`src/rtl/flop_r_pkg.sv`:
```
// rtl/flop_r_pkg.sv - shared width and word type for the flop_r register
//
// Purpose: default datapath width and the matching word type for users of
//          flop_r that take the default width.
// Contents:
//   FLOP_R_DEFAULT_W  default register width in bits (64)
//   flop_r_word_t     logic vector of FLOP_R_DEFAULT_W bits
package flop_r_pkg;

  localparam int FLOP_R_DEFAULT_W = 64;

  typedef logic [FLOP_R_DEFAULT_W-1:0] flop_r_word_t;

endpackage : flop_r_pkg

```
`src/rtl/flop_r_bit.sv`:
```
// rtl/flop_r_bit.sv - 1-bit register cell with synchronous reset and load enable
//
// Purpose: storage for one bit of flop_r.
// Ports:
//   clk      in   1  clock, rising edge
//   reset    in   1  synchronous, active-high reset
//   rst_val  in   1  value loaded into q on reset
//   en       in   1  load enable (tie high for load-every-cycle)
//   d        in   1  data input
//   q        out  1  registered output
module flop_r_bit (
  input  logic clk,
  input  logic reset,
  input  logic rst_val,
  input  logic en,
  input  logic d,
  output logic q
);

  // Reset wins over the enable, so a held register still clears.
  always_ff @(posedge clk) begin
    if (reset) begin
      q <= rst_val;
    end else if (en) begin
      q <= d;
    end
  end

endmodule : flop_r_bit

```
`src/rtl/flop_r.sv`:
```
// rtl/flop_r.sv - N-bit D register with synchronous active-high reset
//
// Purpose: generic pipeline/state register; q follows d one clock later,
//          with no combinational path from d to q.
// Parameters:
//   N          data width in bits (>=1), default FLOP_R_DEFAULT_W
//   RESET_VAL  value loaded into q on reset, default all zeros
// Ports:
//   clk    in   1  clock, rising edge
//   reset  in   1  synchronous, active-high reset
//   en     in   1  load enable; present only when FLOP_R_LOAD_EN is defined
//   d      in   N  data input
//   q      out  N  registered output
// Configuration macro: FLOP_R_LOAD_EN (adds the en port; when undefined the
//   register loads d on every edge).
module flop_r
  import flop_r_pkg::*;
#(
  parameter int           N         = FLOP_R_DEFAULT_W,
  parameter logic [N-1:0] RESET_VAL = '0
) (
  input  logic         clk,
  input  logic         reset,
`ifdef FLOP_R_LOAD_EN
  input  logic         en,
`endif
  input  logic [N-1:0] d,
  output logic [N-1:0] q
);

  logic load;

`ifdef FLOP_R_LOAD_EN
  assign load = en;
`else
  assign load = 1'b1;
`endif

  // One cell per bit; each cell takes its own bit of the reset value.
  for (genvar i = 0; i < N; i++) begin : g_bit
    flop_r_bit u_bit (
      .clk     (clk),
      .reset   (reset),
      .rst_val (RESET_VAL[i]),
      .en      (load),
      .d       (d[i]),
      .q       (q[i])
    );
  end

endmodule : flop_r

```
`config.mk`:
```
export PLATFORM = sky130hd
export DESIGN_NAME = flop_r
export DESIGN_NICKNAME = d
export VERILOG_FILES = /design/src/rtl/flop_r_pkg.sv /design/src/rtl/flop_r_bit.sv /design/src/rtl/flop_r.sv
export SDC_FILE = /design/constraint.sdc
export NUM_CORES = 1
export LEC_CHECK = 0
export CAP_MARGIN = 40
export CORE_UTILIZATION = 36
export CTS_BUF_LIST = sky130_fd_sc_hd__clkbuf_2
export CTS_CLUSTER_DIAMETER = 40
export CTS_CLUSTER_SIZE = 12
export DETAILED_ROUTE_END_ITERATION = 10
export GPL_ROUTABILITY_DRIVEN = 0
export HOLD_SLACK_MARGIN = 0.1
export PLACE_DENSITY = 0.88
export SYNTH_ARGS = -nofsm -noshare
export SYNTH_HDL_FRONTEND = slang
export SYNTH_SLANG_ARGS = --single-unit
export TNS_END_PERCENT = 100
```
`constraint.sdc`:
```
create_clock -name clk -period 0.8 [get_ports clk]
set_clock_uncertainty 0.05 [all_clocks]
set_input_delay 0.12 -clock clk [delete_from_list [all_inputs] [get_ports clk]]
set_output_delay 0.12 -clock clk [all_outputs]
set_load 0.05 [all_outputs]
```
==> impl_metrics.py, run 1 <==
metrics = {
    "yosys": {
        "syn_nets": 265,
        "yosysWarnings": 0,
        "synth.distinct_cells": 6,
        "synth-seq-cells": 64,
        "syn_inst": 199,
        "syn-cell-area_um2": 2400,
        "ys_seq_area_share_pct": 53.4,
        "syn_avg_cell_area_um2": 12.1,
    },
    "timing": {
        "setup_viol": 84,
        "final_max_slew_viol_count": 0,
        "holdWs_ps": 145,
        "worstMarginPinSlew_ps": 216,
        "rsz0062_at_grt": "yes",
        "period_needed_ps": 1150,
        "finalCritPeriodShare_pct": 143,
        "hold_viol": 0,
        "fmax_mhz": 872,
        "setup_slack_ps": -346,
        "maxSlewHeadroom_pct": 85.6,
    },
    "setup_path": {
        "required_ps": 630,
        "end_kind": "primary output",
        "crit_arrival_ps": 980,
        "cp_cell_sequence": "buf_12",
        "cpPeakStageDelay_ps": 390,
        "crit_path_top_delay_cell": "dfxtp_2",
        "worstSetupPathType": "reg -> out",
        "cp-start-kind": "flip-flop",
        "critPathTopFamily": "flip-flops",
        "worst-path-buf-inv": 1,
        "crit_path_max_fanout": 1,
    },
    "floorplan": {
        "fp-row-count": 29,
        "coreArea_um2": 6390,
        "fp.dieH_um": 83.6,
        "die_w_um": 83.6,
        "pin_count": 130,
        "start_util_pct": 37.6,
        "die_area_um2": 6990,
    },
    "clock_network": {
        "cts_buffer_depth": 2,
        "clk_pin_slew_worst_paths_ps": 180,
        "cts-htree-levels": 3,
        "cts_buffers": 9,
        "ctsRootBufferMaster": "clkbuf_2",
        "clock-sinks": 64,
        "cts_tree": "done",
    },
    "finish": {
        "final_cell_mix": "buf_12 (66), dfxtp_2 (64), clkdlybuf4s50_1 (64), nor2b_2 (60), dlygate4sd3_1 (17)",
        "n_antenna_cell": 0,
        "fill_cells": 448,
        "multi_input_area_um2": 551,
        "ff_latch_area_um2": 1360,
        "drive_gt1_share_pct": 69.5,
        "top_register": "g_bit.u_bit.q",
        "largest_register_ffs": 64,
        "layout_commonest_cell": "buf_12",
        "final_nets": 353,
        "top_regs": "g_bit.u_bit.q: 64 flops",
        "area_growth_pct": 77.1,
    },
    "detailed_routing": {
        "drt_iter0_markers": 11,
        "drt_first_pass_iters": 5,
        "drc": 0,
        "routed_wl_um": 4660,
        "num_vias": 1450,
        "ant_nets": 0,
        "avgRoutedWirePerCell_um": 12.6,
        "vias_per_cell": 3.93,
    },
    "power_and_ir_drop": {
        "pwr-share-clk_pct": 24.5,
        "power_mw": 7.24,
        "p_per_area_nw_per_um2": 1700,
        "seqPwrFrac_pct": 48.8,
        "p_leak_nw": 1.72,
        "p_comb_share_pct": 26.7,
        "p_sw_mw": 2.05,
        "switching_share_pct": 28.3,
        "power.internal_mw": 5.19,
        "irDropWorstVdd_v": 0.00155,
    },
    "run_status": {
        "violations": "negative setup slack",
        "status": "finished, violations left",
    },
    "job": {
        "max_cap_violations": 0,
    },
    "place": {
        "pre_cts_slack_ps": -61.0,
        "dp_hpwl_um": 3370,
        "io_buffer_count": 129,
    },
    "global_routing": {
        "grt_pass1_wl_um": 7130,
        "antenna_found_initial": 0,
        "track_usage_pct": 13.7,
        "grt_max_degree": 34,
        "overflow": 0,
        "grt_pass1_vias": 1485,
    },
    "hold_path": {
        "min_path_type": "in -> reg",
    },
}
==> what timing repair did <==
item	4_1_cts	5_1_grt
setup endpoints to repair	64	64
hold endpoints to repair	64	44
pin swaps	0	0
gates resized for setup	64	0
hold buffers	1	16
buffers inserted	0	0
==> layer usage <==
layer  part of all wire (%)  GRT usage [%]  wire length [µm]  up-vias
met5                      0              0                 0        -
met1                     38           14.6              1790      652
met2                     51           21.7              2380       85
li1                       -              -                 -      708
met3                    9.7           7.62               451        5
met4                   0.99           6.93                46        0
==> power groups by stage <==
stage | sequential, mW | combinational, mW | clock, mW
after floorplan | 3.46 | 1.11 | 0
after global placement | 3.57 | 1.84 | 0
after detailed placement | 3.58 | 1.87 | 0
after CTS | 3.54 | 1.89 | 1.87
after global routing | 3.56 | 2.00 | 2.06
final | 3.54 | 1.93 | 1.77
==> cell families (layout without fill, tap and decap cells) <==
family                 after synthesis  in the layout  synth area share [%]
DFF                                 64             64                  53.4
buffers and inverters               71            164                  23.6
and+or+nand+nor                     64             64                  23.0
==> through the flow <==
| step | std cells | area [µm²] | TNS [ps] | utilization, % |
|---|---|---|---|---|
| finish | 369 | 4250 | -22030 | 66.5 |
| global route | 369 | 4250 | -28570 | 66.5 |
| floorplan | 199 | 2400 | 0 | - |
| global placement | 336 | 3900 | -1090 | 61.0 |
| detailed placement | 336 | 3900 | -1780 | 61.0 |
| CTS | 353 | 4090 | -25170 | 64.0 |
==> synth_stat cells <==
cell,count,area [µm²]
buf_4,64,480
buf_6,5,56.3
buf_8,2,30.0
dfxtp_1,64,1280
nor2b_1,4,25.0
nor2b_2,60,526
==> final timing paths <==
kind	slack, ps	start	depth (start not counted)	to
worst max-delay path	-350	g_bit[13].u_bit.q	1	q[13]
worst min-delay path	150	d[8]	2	g_bit[8].u_bit.q
==> cell type report <==
class                   instances  share of cell area, %
clock buffers                  10                   1.18
clock inverters                 6                   1.18
multi-input cells              64                   13.0
flip-flops and latches         64                   32.0
well taps                      77                   2.27
repair buffers                148                   50.4
(Power assumes the default switching activity.)
==> run 2, diff against run 1 <==
--- a/config.mk
+++ b/config.mk
@@ -6,6 +6,7 @@
 export NUM_CORES = 1
 export LEC_CHECK = 0
 export CAP_MARGIN = 40
+export CORE_MARGIN = 2
 export CORE_UTILIZATION = 36
 export CTS_BUF_LIST = sky130_fd_sc_hd__clkbuf_2
 export CTS_CLUSTER_DIAMETER = 40
==> run 2 against run 1 <==
The flow still finishes with violations (negative setup slack). Clock power about the same. Global-route usage down 0.28 points. Wire length up 1.0%. Sequential share of layout area up 0.99 points. Highest routed layer unchanged.
==> impl_metrics.py, run 2 (synthesis gave the netlist of run 1 again) <==
metrics = {
    "setup_path": {
        "crit_path_top_delay_cell": "dfxtp_2",
        "cp_cell_sequence": "buf_12",
        "worst-path-buf-inv": 1,
        "cp-start-kind": "flip-flop",
        "cpPeakStageDelay_ps": 380,
        "crit_arrival_ps": 980,
        "crit_path_max_fanout": 1,
        "required_ps": 630,
        "critPathTopFamily": "flip-flops",
        "end_kind": "primary output",
        "worstSetupPathType": "reg -> out",
    },
    "global_routing": {
        "grt_pass1_wl_um": 7300,
        "antenna_found_initial": 0,
        "grt_max_degree": 33,
        "overflow": 0,
        "track_usage_pct": 13.4,
        "grt_pass1_vias": 1513,
    },
    "clock_network": {
        "ctsRootBufferMaster": "clkbuf_2",
        "cts_tree": "done",
        "post-cts-setup-buffers": 0,
        "cts-htree-levels": 3,
        "clock-sinks": 64,
        "cts_buffers": 9,
        "clk_pin_slew_worst_paths_ps": 180,
        "cts_buffer_depth": 2,
    },
    "power_and_ir_drop": {
        "irDropWorstVdd_v": 0.00117,
        "p_per_area_nw_per_um2": 1750,
        "p_leak_nw": 1.67,
    },
    "hold_path": {
        "min_path_type": "in -> reg",
    },
    "place": {
        "io_buffer_count": 129,
        "pre_cts_slack_ps": -72.6,
        "dp_hpwl_um": 3650,
    },
    "run_status": {
        "status": "finished, violations left",
        "violations": "negative setup slack",
    },
    "detailed_routing": {
        "avgRoutedWirePerCell_um": 13.2,
        "routed_wl_um": 4710,
        "drt_iter0_markers": 14,
        "drc": 0,
        "drt_first_pass_iters": 4,
        "ant_nets": 0,
        "num_vias": 1412,
        "vias_per_cell": 3.97,
    },
    "timing": {
        "final_max_slew_viol_count": 0,
        "hold_viol": 0,
        "finalSetupTns_ps": -21380,
        "fmax_mhz": 868,
        "rsz0062_at_grt": "yes",
        "setup_viol": 69,
        "worstMarginPinSlew_ps": 221,
        "maxSlewHeadroom_pct": 85.3,
        "period_needed_ps": 1150,
        "finalCritPeriodShare_pct": 144,
        "setup_slack_ps": -353,
    },
    "finish": {
        "final_nets": 340,
        "layout_commonest_cell": "buf_12",
        "drive_gt1_share_pct": 73.5,
        "top_regs": "g_bit.u_bit.q: 64 flops",
        "largest_register_ffs": 64,
        "top_register": "g_bit.u_bit.q",
        "final_cell_mix": "buf_12 (66), dfxtp_2 (64), clkdlybuf4s50_1 (64), nor2b_2 (60), clkbuf_2 (11)",
        "n_antenna_cell": 0,
        "area_growth_pct": 71.8,
    },
    "floorplan": {
        "die_area_um2": 7330,
        "fp-row-count": 29,
        "coreArea_um2": 6390,
        "start_util_pct": 37.6,
        "fp.dieH_um": 85.6,
        "die_w_um": 85.6,
        "pin_count": 130,
    },
    "job": {
        "max_cap_violations": 0,
    },
}
run 2: changes by cell type in the layout (fill, tap and decap cells not counted):
cell and delta:
clkinv_2 +1, clkbuf_2 +1, clkinv_1 -2, dlygate4sd3_1 -13
run 2: metrics by stage:
step / util [%] / hold WS (ps) / cell area, µm² / std cells / power, mW
floorplan: - / 198 / 2400 / 199 / 4.57
global placement: 61.0 / 517 / 3900 / 336 / 5.41
detailed placement: 61.0 / 517 / 3900 / 336 / 5.45
CTS: 64.4 / 76.1 / 4110 / 355 / 7.35
global route: 64.5 / 75.0 / 4120 / 356 / 7.58
finish: 64.5 / 140 / 4120 / 356 / 7.21
run 2: worst paths after layout:
path         startpoint  slack (ps)  depth (start not counted)                 to
max   g_bit[29].u_bit.q        -350                          1              q[29]
min               d[53]         140                          2  g_bit[53].u_bit.q
run 2: timing repair:
item,in CTS,in global routing
hold buffers,3,3
pin swaps,0,0
setup endpoints to repair,64,66
gates resized for setup,64,0
endpoints found under the hold margin,64,24
run 2: per-layer routing:
layer | wire length [µm] | vias to the layer above | global-route usage, %
li1 | - | 681 | -
met1 | 1610 | 630 | 13.6
met2 | 2470 | 91 | 22.7
met3 | 521 | 10 | 6.74
met4 | 103 | 0 | 6.93
met5 | 0 | - | 0
run 2: final cells by class:
type / instances / area, µm²
repair buffers: 135 / 2010
well taps: 77 / 96.3
fillers: 469 / 2270
flip-flops and latches: 64 / 1360
clock buffers: 11 / 55.1
multi-input cells: 64 / 551
clock inverters: 5 / 47.5
run 2: where the power goes:
part / leakage [nW] / switching [mW] / internal [mW]
Sequential: 0.550 / 0.138 / 3.40
Clock: 0.0708 / 1.07 / 0.721
Combinational: 1.05 / 0.824 / 1.06
Total: 1.67 / 2.03 / 5.18
==> run 3, diff against run 2 <==
--- a/config.mk
+++ b/config.mk
@@ -7,15 +7,17 @@
 export LEC_CHECK = 0
 export CAP_MARGIN = 40
 export CORE_MARGIN = 2
-export CORE_UTILIZATION = 36
+export CORE_UTILIZATION = 41
 export CTS_BUF_LIST = sky130_fd_sc_hd__clkbuf_2
 export CTS_CLUSTER_DIAMETER = 40
 export CTS_CLUSTER_SIZE = 12
 export DETAILED_ROUTE_END_ITERATION = 10
 export GPL_ROUTABILITY_DRIVEN = 0
 export HOLD_SLACK_MARGIN = 0.1
-export PLACE_DENSITY = 0.88
+export PLACE_DENSITY = 0.89
+export RECOVER_POWER = 25
 export SYNTH_ARGS = -nofsm -noshare
 export SYNTH_HDL_FRONTEND = slang
+export SYNTH_HIERARCHICAL = 1
 export SYNTH_SLANG_ARGS = --single-unit
 export TNS_END_PERCENT = 100
==> run 3 against run 2 <==
The flow still finishes with violations (negative setup slack). Non-clock buffer count did not move. Area after synthesis increased by 37%. Die area increased by 19%. Critical path depth unchanged. Combinational power increased by 110%. Worst hold slack improved by 140 ps.
==> impl_metrics.py, run 3 <==
metrics = {
    "detailed_routing": {
        "routed_wl_um": 7200,
        "drt_first_pass_iters": 4,
        "drt_iter0_markers": 40,
        "avgRoutedWirePerCell_um": 12.6,
        "vias_per_cell": 3.93,
        "drc": 0,
        "ant_nets": 0,
        "num_vias": 2250,
    },
    "yosys": {
        "synth_ff_type": "edfxtp_1",
        "async_flop_share_pct": 0,
        "yosysWarnings": 6,
        "yosys.area.top_type": "edfxtp_1",
        "syn-cell-area_um2": 3290,
        "synth-edff-count": 64,
        "syn_inst": 194,
        "synth.distinct_cells": 4,
        "synth_commonest_cells": "edfxtp_1 (64), mux2_4 (64), or2_2 (64)",
        "synth_area_leaders": "edfxtp_1 (58%), mux2_4 (29%), or2_2 (12%)",
        "syn_avg_cell_area_um2": 17.0,
        "synth_top_area_share_pct": 58.4,
        "synth-seq-cells": 64,
        "ys_seq_area_share_pct": 58.4,
    },
    "timing": {
        "fmax_mhz": 775,
        "setup_slack_ps": -491,
        "setup_viol": 126,
        "finalCritPeriodShare_pct": 161,
        "hold_viol": 0,
        "period_needed_ps": 1290,
        "final_max_slew_viol_count": 0,
        "rsz0062_at_grt": "yes",
    },
    "setup_path": {
        "critPathTopFamily": "flip-flops",
        "crit_path_top_delay_cell": "edfxtp_1",
        "cp-start-kind": "flip-flop",
        "worstSetupPathType": "reg -> out",
        "crit_arrival_ps": 1120,
        "cpPeakStageDelay_ps": 480,
        "cp_cell_sequence": "buf_12",
        "crit_path_max_fanout": 1,
        "end_kind": "primary output",
        "required_ps": 630,
        "worst-path-buf-inv": 1,
    },
    "power_and_ir_drop": {
        "pwr-share-clk_pct": 17.6,
        "p_sw_mw": 3.23,
        "p_per_area_nw_per_um2": 1700,
        "p_comb_share_pct": 38.7,
        "seqPwrFrac_pct": 43.7,
        "p_leak_nw": 2.71,
        "switching_share_pct": 31.7,
        "power.internal_mw": 6.94,
        "irDropWorstVdd_v": 0.00106,
    },
    "floorplan": {
        "fp.dieH_um": 93.6,
        "die_area_um2": 8760,
        "start_util_pct": 42.4,
        "pin_count": 130,
        "die_w_um": 93.6,
        "coreArea_um2": 7770,
        "fp-row-count": 32,
    },
    "global_routing": {
        "track_usage_pct": 17.1,
        "antenna_found_initial": 0,
        "grt_pass1_vias": 2335,
        "grt_pass1_wl_um": 11100,
        "grt_max_degree": 43,
        "overflow": 0,
    },
    "finish": {
        "top_regs": "g_bit.u_bit/q: 64 flops",
        "final_cells": 572,
        "top_register": "g_bit.u_bit/q",
        "largest_register_ffs": 64,
        "layout_commonest_cell": "conb_1",
        "fin_area_um2": 5990,
        "drive_gt1_share_pct": 44.9,
        "area_growth_pct": 82.1,
        "ff_latch_area_um2": 1920,
        "final_cell_mix": "conb_1 (128), buf_12 (67)",
        "multi_input_area_um2": 1840,
        "fill_cells": 486,
        "final_nets": 532,
        "n_antenna_cell": 0,
    },
    "run_status": {
        "violations": "negative setup slack",
        "status": "finished, violations left",
    },
    "clock_network": {
        "ctsRootBufferMaster": "clkbuf_2",
        "cts-htree-levels": 3,
        "clock-sinks": 64,
        "clk_pin_slew_worst_paths_ps": 170,
        "cts_buffer_depth": 2,
        "cts_buffers": 9,
        "cts_tree": "done",
        "cts_resized": 0,
    },
    "place": {
        "io_buffer_count": 129,
        "dp_cells": 557,
        "dp_hpwl_um": 5880,
        "placed_area_um2": 5900,
    },
    "hold_path": {
        "min_path_type": "in -> reg",
    },
    "job": {
        "max_cap_violations": 0,
    },
}
run 3: changes by cell type in the layout (fill, tap and decap cells not counted), sizes merged, moves of 4 or more:
| cell | delta |
|---|---|
| nor2b | -64 |
| dfxtp | -64 |
| dlygate4sd3 | -4 |
| or2 | +64 |
| edfxtp | +64 |
| conb | +128 |
| mux2 | +64 |
run 3: area by class of cell:
| type | instances | share of cell area, % |
|---|---|---|
| clock buffers | 10 | 0.835 |
| clock inverters | 5 | 0.814 |
| multi-input cells | 256 | 30.7 |
| flip-flops and latches | 64 | 32.1 |
| well taps | 102 | 2.13 |
| repair buffers | 135 | 33.4 |
run 3: power groups by stage:
stage | Clock [mW] | Combinational, mW | Sequential (mW)
after global routing | 1.99 | 4.09 | 4.48
after global placement | 0 | 3.87 | 4.50
after floorplan | 0 | 0.620 | 5.61
after CTS | 1.87 | 3.94 | 4.45
final | 1.79 | 3.94 | 4.44
after detailed placement | 0 | 3.93 | 4.53
run 3: repair_timing:
action | CTS | global route
buffers inserted | 0 | 0
hold buffers | 0 | 0
setup endpoints to repair | 64 | 64
run 3: cells by family (layout without fill, tap and decap cells):
family | count (synthesis) | count (layout) | synth area share [%]
multiplexers | 64 | 64 | 29.2
other | 2 | 128 | 0.228
buffers and inverters | 0 | 150 | 0
AND/OR/NAND/NOR | 64 | 64 | 12.2
flip-flops | 64 | 64 | 58.4
run 3: final timing paths:
| check | startpoint | slack [ps] | endpoint | depth (start not counted) |
|---|---|---|---|---|
| min | d[56] | 280 | g_bit[56].u_bit/q | 2 |
| max | g_bit[56].u_bit/q | -490 | q[56] | 1 |
run 3: per-stage QoR:
| step | util (%) | TNS (ps) | worst slack [ps] | power [mW] | hold WS (ps) |
|---|---|---|---|---|---|
| global route | 77.1 | -39150 | -566 | 10.6 | 212 |
| global placement | 76.0 | -20670 | -339 | 8.36 | 562 |
| finish | 77.1 | -35280 | -491 | 10.2 | 279 |
| CTS | 77.3 | -32120 | -533 | 10.3 | 128 |
| floorplan | - | 0 | 29.4 | 6.23 | 288 |
| detailed placement | 76.0 | -21980 | -375 | 8.46 | 566 |
run 3: metal layers:
| layer | global-route usage, % | routed length (µm) | up-vias |
|---|---|---|---|
| li1 | - | - | 1128 |
| met1 | 16.5 | 2580 | 1028 |
| met2 | 33.3 | 4050 | 83 |
| met3 | 4.35 | 428 | 11 |
| met4 | 8.21 | 146 | 0 |
| met5 | 0 | 0 | - |
